==> src/rtl/avaliador_sequencia_param.sv <==
// Sequence-check datapath for one round of the note game, parametrised in buttons, depth and scoring.
// Optional REPETE_NOTA_EN: a wrong press or a timeout retries the same note instead of advancing.
module avaliador_sequencia_param #(
  parameter int N_BOTOES = 7,
  parameter int DEPTH    = 16,
  parameter int PTS_W    = 8,
  parameter int ERR_W    = 4,
  parameter int JANELA   = 500,
  parameter int BONUS    = 4,
  parameter int PENAL    = 1,
  localparam int ADDR_W  = $clog2(DEPTH)
) (
  input  logic                clock,
  input  logic                reset_n,
  input  logic                iniciar,
  input  logic [ADDR_W:0]     comprimento,
  input  logic [N_BOTOES-1:0] botoes,
  input  logic [N_BOTOES-1:0] nota_esperada,
  output logic [ADDR_W-1:0]   endereco,
  output logic                ativo,
  output logic                acerto,
  output logic                erro,
  output logic                timeout,
  output logic                fim_rodada,
  output logic [PTS_W-1:0]    pontos,
  output logic [ERR_W-1:0]    erros,
  output logic [2:0]          db_estado
);

  localparam int TMR_W = $clog2(JANELA);
  localparam logic [PTS_W-1:0] PTS_MAX = '1;
  localparam logic [ERR_W-1:0] ERR_MAX = '1;

  typedef enum logic [2:0] {
    OCIOSO  = 3'd0,
    LIBERA  = 3'd1,
    ESPERA  = 3'd2,
    COMPARA = 3'd3,
    AVANCA  = 3'd4,
    FIM     = 3'd5
  } estado_t;

  estado_t             estado;
  logic [N_BOTOES-1:0] b_meta, b_s, b_ant, b_lat;
  logic [TMR_W-1:0]    timer;
  logic [ADDR_W:0]     len;
  logic                evento, coincide, ultima;

  function automatic logic [PTS_W-1:0] soma_sat(input logic [PTS_W-1:0] p);
    longint s;
    s = longint'(p) + longint'(BONUS);
    if (s > longint'(PTS_MAX)) return PTS_MAX;
    return PTS_W'(s);
  endfunction

  function automatic logic [PTS_W-1:0] subtrai_piso(input logic [PTS_W-1:0] p);
    if (longint'(p) < longint'(PENAL)) return '0;
    return PTS_W'(longint'(p) - longint'(PENAL));
  endfunction

  function automatic logic [ERR_W-1:0] inc_sat(input logic [ERR_W-1:0] e);
    return (e == ERR_MAX) ? e : e + ERR_W'(1);
  endfunction

  function automatic logic um_bit(input logic [N_BOTOES-1:0] v);
    return (v != '0) && ((v & (v - N_BOTOES'(1))) == '0);
  endfunction

  assign evento    = (b_s != '0) && (b_ant == '0);
  assign coincide  = (b_lat == nota_esperada) && um_bit(b_lat);
  // The DEPTH-1 guard keeps endereco in range even if comprimento exceeds DEPTH.
  assign ultima    = ({1'b0, endereco} == len - (ADDR_W+1)'(1)) ||
                     (endereco == ADDR_W'(DEPTH-1));
  assign db_estado = estado;

  always_ff @(posedge clock or negedge reset_n) begin
    if (!reset_n) begin
      estado     <= OCIOSO;
      b_meta     <= '0;
      b_s        <= '0;
      b_ant      <= '0;
      b_lat      <= '0;
      timer      <= '0;
      len        <= '0;
      endereco   <= '0;
      ativo      <= 1'b0;
      acerto     <= 1'b0;
      erro       <= 1'b0;
      timeout    <= 1'b0;
      fim_rodada <= 1'b0;
      pontos     <= '0;
      erros      <= '0;
    end else begin
      b_meta     <= botoes;
      b_s        <= b_meta;
      b_ant      <= b_s;
      acerto     <= 1'b0;
      erro       <= 1'b0;
      timeout    <= 1'b0;
      fim_rodada <= 1'b0;
      case (estado)
        OCIOSO: if (iniciar) begin
          if (comprimento == '0) begin
            fim_rodada <= 1'b1;
            estado     <= FIM;
          end else begin
            len      <= comprimento;
            endereco <= '0;
            erros    <= '0;
            ativo    <= 1'b1;
            estado   <= LIBERA;
          end
        end
        LIBERA: if (b_s == '0) begin
          timer  <= '0;
          estado <= ESPERA;
        end
        ESPERA: begin
          timer <= timer + TMR_W'(1);
          if (evento) begin
            b_lat  <= b_s;
            estado <= COMPARA;
          end else if (timer == TMR_W'(JANELA-1)) begin
            timeout <= 1'b1;
            erros   <= inc_sat(erros);
            pontos  <= subtrai_piso(pontos);
            estado  <= AVANCA;
          end
        end
        COMPARA: begin
          if (coincide) begin
            acerto <= 1'b1;
            pontos <= soma_sat(pontos);
          end else begin
            erro   <= 1'b1;
            erros  <= inc_sat(erros);
            pontos <= subtrai_piso(pontos);
          end
          estado <= AVANCA;
        end
        // acerto is still high here exactly when the note just compared was a hit.
        AVANCA: begin
`ifdef REPETE_NOTA_EN
          if (!acerto) begin
            if (erros == ERR_MAX) begin
              fim_rodada <= 1'b1;
              ativo      <= 1'b0;
              estado     <= FIM;
            end else begin
              estado <= LIBERA;
            end
          end else if (ultima) begin
`else
          if (ultima) begin
`endif
            fim_rodada <= 1'b1;
            ativo      <= 1'b0;
            estado     <= FIM;
          end else begin
            endereco <= endereco + ADDR_W'(1);
            estado   <= LIBERA;
          end
        end
        FIM:     estado <= OCIOSO;
        default: estado <= OCIOSO;
      endcase
    end
  end

endmodule

==> config.mk <==
export PLATFORM = sky130hd
export DESIGN_NAME = avaliador_sequencia_param
export DESIGN_NICKNAME = d
export VERILOG_FILES = /design/src/rtl/avaliador_sequencia_param.sv
export SDC_FILE = /design/constraint.sdc
export NUM_CORES = 1
export LEC_CHECK = 0
export ABC_CLOCK_PERIOD_IN_PS = 2700
export CAP_MARGIN = 40
export CORE_MARGIN = 5
export CORE_UTILIZATION = 55
export DETAILED_ROUTE_END_ITERATION = 10
export GPL_TIMING_DRIVEN = 1
export PLACE_DENSITY = 0.79
export REMOVE_ABC_BUFFERS = 1
export SLEW_MARGIN = 25
export SYNTH_ARGS = -nofsm -noshare
export SYNTH_HDL_FRONTEND = slang
export SYNTH_SLANG_ARGS = --single-unit
==> constraint.sdc <==
create_clock -name clock -period 2.7 [get_ports clock]
set_clock_uncertainty 0.15 [all_clocks]
set_input_delay 0.54 -clock clock [delete_from_list [all_inputs] [get_ports clock]]
set_output_delay 0.54 -clock clock [all_outputs]
set_load 0.05 [all_outputs]
## After elaboration in Yosys (flattened, before gate mapping)

Index checks and enable logic that the tools add are counted.

- Flip-flop bits (word level): 66
- Output and inout port bits: 24
- Logic and storage cells: 118

- Muxes and demuxes: 51
- Bitwise operators: 2
- Reduce and logical (&&, ||, !) cells: 23
- Add/subtract/negate cells: 7
- Eq/ne operators: 18
- Order comparisons: 2

Operators with widths:

| kind | count |
|---|---|
| $mux 8 | 8 |
| $mux 4 | 7 |
| $mux 1 | 22 |
| $logic_not 7->1 | 3 |
| $mux 3 | 6 |
| $pmux 9 s2 | 1 |
| $ne 2x2->1 const B | 8 |
| $pmux 8 s2 | 1 |
| $pmux 3 s5 | 1 |
| $reduce_bool 7->1 | 2 |
| $pmux 4 s3 | 1 |
| $add 8x3->9 const B | 1 |
| $add 9x1->9 const B | 1 |
| $eq 9x9->1 const B | 1 |
| $gt 9x8->1 const B | 1 |
| $mux 9 | 1 |
| $reduce_and 3->1 | 3 |
| $add 4x1->4 const B | 2 |
| $eq 4x4->1 const B | 2 |
| $lt 8x1->1 const B | 1 |
| $pmux 4 s2 | 1 |
| $reduce_and 4->1 | 2 |
| $sub 8x1->8 const B | 1 |
| $and 7x7->7 | 1 |
| other kinds (18) | 25 |

## Logic depth before layout (Yosys ltp)

Gate-level depths: netlist (run 1).

- Depth after elaboration: 10
- Depth in mapped cells: 8

## Worst setup path before layout (run 1)

OpenSTA, ideal clock, no wires.

- Kind: reg-to-reg
- Start point: reg pontos[2]
- End point: reg pontos[0]
- Required time: 2.425 ns
- Slack: -0.015 ns
- Data arrival time: 2.440 ns
- Cell stages (with the launch flop): 8
- Clock period less this slack: 2.715 ns
- Cells stage by stage: dfrtp_1 > inv_1 > ha_1 > nand4_1 > or4_1 > and4_1 > a21oi_2 > mux2_2

- Cells in the longest elaborated chain, start to end: 9
- Elaborated cells between the ends (all ways): 19

Ends and longest elaborated chain:

| element | RTL line | RTL |
|---|---|---|
| start: declaration | 25 | `output logic [PTS_W-1:0] pontos,` |
| start signal: assignment | 126 | `pontos <= subtrai_piso(pontos);` |
| start signal: assignment | 133 | `pontos <= soma_sat(pontos);` |
| start signal: assignment | 137 | `pontos <= subtrai_piso(pontos);` |
| branches (longest 8 deep; another with $add 8x3->9) | n/a |  |
| $pmux 8 s2 * | 101 | `case (estado)` |

Every way passes the cells marked *. The select of a mux whose other input is x is not followed.
A chain may end at the register's enable or synchronous reset.

## Worst setup path in the final report (run 1)

- Start point: in comprimento[0]
- End point: reg len[1]

- Cells in the longest elaborated chain, start to end: 3

Ends and longest elaborated chain:

| element | RTL line | RTL |
|---|---|---|
| start: declaration | 16 | `input logic [ADDR_W:0] comprimento,` |
| $logic_not 5->1 | 103 | `if (comprimento == '0) begin` |
| $not 1->1 (no source line) | n/a |  |
| $reduce_and 3->1 (no source line) | n/a |  |
| end signal: assignment | 107 | `len <= comprimento;` |
| end: declaration | 46 | `logic [ADDR_W:0] len;` |

Every way passes these cells.

==> results by group, run 1 <==
Routing
  • Avg Vias per Cell: 5.78
  • Drt first pass iters: 4
  • DRT antenna net count: 0
  • Vias post-DR: 2713
  • Drt total wl: 7070 µm
  • Routed WL per cell: 15.1 µm
  • DRC violations left: 0
  • Drt initial violations: 117

Floorplanning
  • Total core area: 5960 µm²
  • IO Pins: 46
  • Initial Util: 56.9%
  • Die H: 88.5 µm
  • Chip width: 88.5 µm
  • FP Rows: 28
  • Die Area: 7830 µm²

GRT
  • Largest net degree at the start of global routing: 67
  • Number of global-route vias before repair: 2682
  • Total GRT Usage: 20.2%
  • First-pass GRT wire length: 12200 µm
  • GRT overflow: 0
  • Antenna violations before repair: 0

Clock tree
  • Post-CTS Hold Buffers: 0
  • Post-CTS setup repair buffer count: 0
  • CTS sink count: 66
  • CTS tree: yes
  • CTS buffer count: 9
  • CTS HTree Levels: 3
  • Clock Tree Root: clkbuf_8
  • Clock Pin Slew Worst Setup and Hold Paths: 0.08 ns
  • Clock Path Buffers: 2
  • Clock Latency Late Sink: 0.35 ns
  • CTS resizes: 0

Synth
  • Ys flop type: dfrtp_1
  • Register area share after synthesis: 48.7%
  • EDFF count, synth: 0
  • Synthesized instance count: 325
  • Mean Syn Cell Area: 10.4 µm²
  • Post-synthesis cell area: 3390 µm²
  • Seq cells post-synth: 66
  • Syn. warnings: 0
  • Post-synth ARST share: 100%
  • Synth cell types: 59

Power
  • Max VDD drop: 0.513 mV
  • Leakage: 1.81 nW
  • Pwr Total: 2.69 mW
  • PwrDens: 636 nW/µm²

Run
  • Maxcap violations: 0

Final layout
  • Antenna diodes: 0
  • Fin cells: 469
  • Net count, final: 420
  • P&R area growth vs syn: 24.5%
  • Layout cell share with drive strength beyond 1: 16.8%

Placed design
  • Dpl cells: 453
  • GP Congestion: 0.874
  • HPWL Detailed: 5180 µm
  • I/O Buffers: 45

Setup path
  • Critical path launch point type: input port
  • CP arrival: 2.57 ns
  • Critical path type: in -> reg
  • CP required: 2.79 ns
  • Crit path max fanout: 7
  • Flop-to-flop setup slack: 0.26 ns
  • Worst setup EP type: register

Run status
  • Outcome: finished clean

STA
  • Hold_ws: 0.0337 ns
  • Least-Margin Pin Slew: 0.508 ns
  • Slew Limit Headroom: 66.0%
  • Unrepaired setup endpoints after global routing: no
  • Hold Vio Cnt, Final: 0
  • Final period util: 91.9%
  • F_max: 403 MHz
  • Endpoints failing setup: 0
  • Period minus WS final: 2.48 ns
  • Slew Viols, Final: 0

Hold path
  • Hold Crit Class: in -> async
-- through the flow --
stage | cell area [µm²] | util, % | setup TNS (ns) | worst slack, ns
after floorplan | 3320 | - | -0.0310 | -0.0155
after global placement | 4010 | 67.4 | -0.958 | -0.121
after detailed placement | 4010 | 67.4 | -1.51 | -0.149
after CTS | 4220 | 70.9 | 0 | 0.219
after global routing | 4220 | 70.9 | 0 | 0.0321
final | 4220 | 70.9 | 0 | 0.219
-- power breakdown --
| part | leakage [nW] | internal (mW) | switching (mW) | total [mW] |
|---|---|---|---|---|
| clock | 0.104 | 0.463 | 0.416 | 0.879 |
| combinational | 0.893 | 0.299 | 0.352 | 0.651 |
| sequential | 0.817 | 1.07 | 0.0858 | 1.16 |
-- final cells by class --
class | count | area (µm²)
multi-input cells | 237 | 1630
clock buffers | 10 | 138
inverters | 12 | 45.0
repair buffers | 63 | 593
well taps | 75 | 93.8
clock inverters | 6 | 72.6
fillers | 450 | 1730
flip-flops and latches | 66 | 1650
-- final timing paths --
| kind | depth (start not counted) | start | end |
|---|---|---|---|
| worst max-delay path | 5 | comprimento[0] | len[1] |
| worst min-delay path | 2 | reset_n | pontos[7] |
| worst max register to register | 6 | b_lat[1] | erros[3] |
| worst min register to register | 0 | b_meta[2] | b_s[2] |
| max in group asynchronous | 2 | reset_n | b_s[1] |
| min in group clock | 0 | b_meta[2] | b_s[2] |
-- kinds of logic after synthesis --
kind of cell | count (synthesis) | share of synthesized area, %
and+or+nand+nor | 126 | 20.9
AOI/OAI and AO/OA | 69 | 13.9
DFF | 66 | 48.7
buffers and inverters | 22 | 3.28
muxes | 21 | 6.75
xor gates and xnor gates | 12 | 3.10
adders and majority gates | 9 | 3.32
-- routing by layer --
layer | part of all wire [%] | wire (µm) | vias up | global-route usage (%)
met5 | 0 | 0 | - | 0
met4 | 1.8 | 127 | 0 | 7.55
met3 | 4.2 | 296 | 15 | 3.72
met2 | 51 | 3580 | 66 | 35.1
met1 | 43 | 3070 | 1320 | 25.2
li1 | - | - | 1312 | -
-- cell usage after synthesis, types with 4 or more instances --
cell | number | area [µm²]
nand3_1 | 13 | 65.1
nor2b_1 | 4 | 25.0
ha_1 | 9 | 113
a21oi_1 | 11 | 55.1
buf_2 | 5 | 25.0
inv_1 | 12 | 45.0
and3_1 | 5 | 31.3
nor2_1 | 21 | 78.8
nand4_1 | 6 | 37.5
dfrtp_1 | 66 | 1650
mux2i_1 | 6 | 60.1
nor3_1 | 10 | 50.1
or2_2 | 4 | 25.0
xnor2_1 | 10 | 87.6
mux2_2 | 15 | 169
o211ai_1 | 6 | 45.0
o21ai_0 | 25 | 125
or3_1 | 5 | 31.3
nand2_1 | 30 | 113
-- registers in the layout, summed over array words and instances (netlist names) --
| name | flops |
|---|---|
| b_ant | 7 |
| endereco | 4 |
| len | 5 |
| b_lat | 7 |
| timer | 9 |
| timeout | 1 |
| fim_rodada | 1 |
| pontos | 8 |
| erro | 1 |
| acerto | 1 |
| b_meta | 7 |
| ativo | 1 |
| db_estado | 3 |
| b_s | 7 |
| erros | 4 |
-- cell usage in the layout (no fill, tap or decap), types with 3 or more instances in the layout --
cell              n
o21ai_0          25
nand4_1           6
mux2_2           15
buf_4            17
clkdlybuf4s50_1  44
nor2_1           21
nor2b_1           4
xnor2_1          10
nand3_1          13
nand2_1          30
nor3_1           10
nor3b_1           3
and3_1            5
and4_1            3
mux2i_1           6
o21ai_1           3
clkbuf_8         10
dfrtp_1          66
inv_1            12
nor4_1            3
ha_1              9
or2_2             4
a21oi_1          11
o211ai_1          6
or3_1             5
inv_6             3
-- worst max-delay path, cell delays in order --
cell and delay [ns]:
clkdlybuf4s50_1 0.41, or4_1 0.55, o21ai_0 0.35, or3_1 0.35, mux2_2 0.37
(Power assumes the default switching activity.)
==> run 2, diff against run 1 <==
CORE_MARGIN = 2   (was 5)
==> run 2 against run 1 <==
Net effect: via count down 1.1%; clock power up 17%; cell area up 0.44%; critical path depth up 2; sequential power about the same; critical endpoint is now pontos[1]; maximum frequency down 2.0%; power up 5.3%; combinational power down 1%; register-to-register slack worse by 0.09 ns; die area down 13%; global-route usage up 3.3 points; largest power group unchanged; largest cell class unchanged; sequential share of layout area down 0.17 points.
==> results by group, run 2 (same netlist as run 1, synthesis figures left out) <==
Floorplanning
  • Die Area: 6810 µm² (-13%)
  • IO Pins: 46 (unchanged)
  • Initial Util: 56.9% (unchanged)
  • Total core area: 5960 µm² (unchanged)
  • Die H: 82.5 µm (-6.8%)
  • Chip width: 82.5 µm (-6.8%)
  • FP Rows: 28 (unchanged)

Routing
  • Avg Vias per Cell: 5.76 (-0.43%)
  • Drt total wl: 7110 µm (+0.44%)
  • DRC violations left: 0 (unchanged)
  • Vias post-DR: 2684 (-1.1%)
  • Drt first pass iters: 4 (unchanged)
  • DRT antenna net count: 0 (unchanged)
  • Routed WL per cell: 15.2 µm (+1.1%)
  • Drt initial violations: 112 (-4.3%)

Setup path
  • Critical path launch point type: register
  • Reg2reg path depth: 7 (+1)
  • CP arrival: 2.62 ns (+0.05 ns)
  • Flop-to-flop setup slack: 0.17 ns (-0.09 ns)
  • CP required: 2.78 ns (about the same)
  • Critical path type: reg -> reg
  • FF-to-FF End: pontos[1]
  • CP endpoint: pontos[1]
  • CP Launch Point: pontos[3]
  • Crit path max fanout: 9 (+2)
  • Worst setup EP type: register
  • FF-to-FF Start: pontos[3]

GRT
  • Antenna violations before repair: 0 (unchanged)
  • GRT overflow: 0 (unchanged)
  • Total GRT Usage: 23.5% (+3.3 points)
  • First-pass GRT wire length: 12000 µm (-1.9%)
  • Largest net degree at the start of global routing: 67 (unchanged)
  • Number of global-route vias before repair: 2598 (-3.1%)

Final layout
  • Most common cell after layout, fill and taps aside: dfrtp_1
  • Largest regs: timer: 9 flops, pontos: 8 flops
  • Max FFs per register: 9 (unchanged)
  • Multi-input gate area: 1630 µm² (unchanged)
  • Final instance area: 4240 µm² (+0.44%)
  • Antenna diodes: 0 (unchanged)
  • Largest register by flop count: timer
  • Filler cell count: 464 (+3.1%)
  • Commonest cells after routing, fill and taps aside: dfrtp_1 (66), clkdlybuf4s50_1 (44), nand2_1 (30)
  • Net count, final: 417 (-0.71%)
  • Layout cell share with drive strength beyond 1: 16.1% (-0.64 points)
  • P&R area growth vs syn: 25.1%
  • Total area of sequential cells: 1650 µm² (unchanged)

Power
  • PwrDens: 667 nW/µm² (+4.8%)
  • Leakage: 1.82 nW (+0.10%)
  • Max VDD drop: 0.579 mV (+13%)

STA
  • Unrepaired setup endpoints after global routing: no
  • Final period util: 93.8% (+1.9 points)
  • Slew Limit Headroom: 66.5% (+0.42 points)
  • Endpoints failing setup: 0 (unchanged)
  • Worst Slack Setup Final: 0.167 ns (-0.0519 ns)
  • Period minus WS final: 2.53 ns (+0.0519 ns)
  • F_max: 395 MHz (-2.0%)
  • Slew Viols, Final: 0 (unchanged)
  • Least-Margin Pin Slew: 0.502 ns (-0.00632 ns)
  • Hold Vio Cnt, Final: 0 (unchanged)

Placed design
  • I/O Buffers: 45 (unchanged)
  • HPWL Detailed: 4970 µm (-4.0%)
  • DP Area: 3990 µm² (-0.56%)
  • GP Congestion: 0.892 (+2.1%)
  • Pre-CTS setup slack: -0.161 ns (-0.0125 ns)

Clock tree
  • CTS buffer count: 9 (unchanged)
  • Post-CTS setup repair buffer count: 0 (unchanged)
  • Clock Path Buffers: 2 (unchanged)
  • Post-CTS Hold Buffers: 0 (unchanged)
  • CTS sink count: 66 (unchanged)
  • Clock Tree Root: clkbuf_8
  • CTS tree: yes
  • CTS HTree Levels: 3 (unchanged)
  • Clock Latency Late Sink: 0.35 ns (about the same)
  • CTS resizes: 0 (unchanged)
  • Clock Pin Slew Worst Setup and Hold Paths: 0.07 ns (about the same)

Run status
  • Outcome: finished clean

Run
  • Maxcap violations: 0 (unchanged)

Hold path
  • Hold Crit Class: in -> async
## run 2: layout make-up
type | count | share of cell area [%]
Clock buffer | 10 | 3.25
Clock inverter | 6 | 2.69
Inverter | 12 | 1.06
Multi-Input combinational cell | 237 | 38.4
Sequential cell | 66 | 38.9
Tap cell | 75 | 2.21
Timing Repair Buffer | 60 | 13.5
## run 2: how the worst min path moves through the flow
stage,start,to,cells past startpoint
after floorplan,reset_n,acerto,0
after global placement,b_meta[4],b_s[4],0
after detailed placement,b_meta[2],b_s[2],0
after CTS,reset_n,pontos[6],2
after global routing,reset_n,pontos[7],2
final,reset_n,erro,2
## run 2: per-layer routing
metal | wire length (µm) | up-vias | GRT usage, %
met5 | 0 | - | 0
met4 | 93 | 0 | 8.20
met3 | 245 | 8 | 7.07
met2 | 3460 | 56 | 37.3
met1 | 3310 | 1313 | 30.8
li1 | - | 1307 | -
## run 2: worst max-delay path, cell delays in order (launching register included)
cell and delay [ns]:
dfrtp_1 0.49, inv_1 0.08, ha_1 0.31, nand4_1 0.10, or4_1 0.49, and4_1 0.25, a21oi_2 0.19, mux2_2 0.35
## run 2: power by group
group          internal (mW)  total, mW  switching (mW)
Combinational          0.293      0.642           0.349
Sequential              1.07       1.15          0.0831
Clock                  0.639       1.03           0.392
Total                   2.00       2.83           0.824
## run 2: per-stage QoR
step / hold WS [ns] / setup TNS (ns) / utilization [%] / power (mW) / instances
5_1_grt: 0.0587 / 0 / 71.2 / 2.98 / 466
6_report: 0.0408 / 0 / 71.2 / 2.83 / 466
4_1_cts: 0.0552 / 0 / 71.2 / 2.85 / 466
3_3_place_gp: 0.181 / -1.25 / 67.0 / 1.79 / 450
2_1_floorplan: 0.0944 / -0.0310 / - / 1.59 / 315
3_5_place_dp: 0.185 / -1.70 / 67.0 / 1.81 / 450
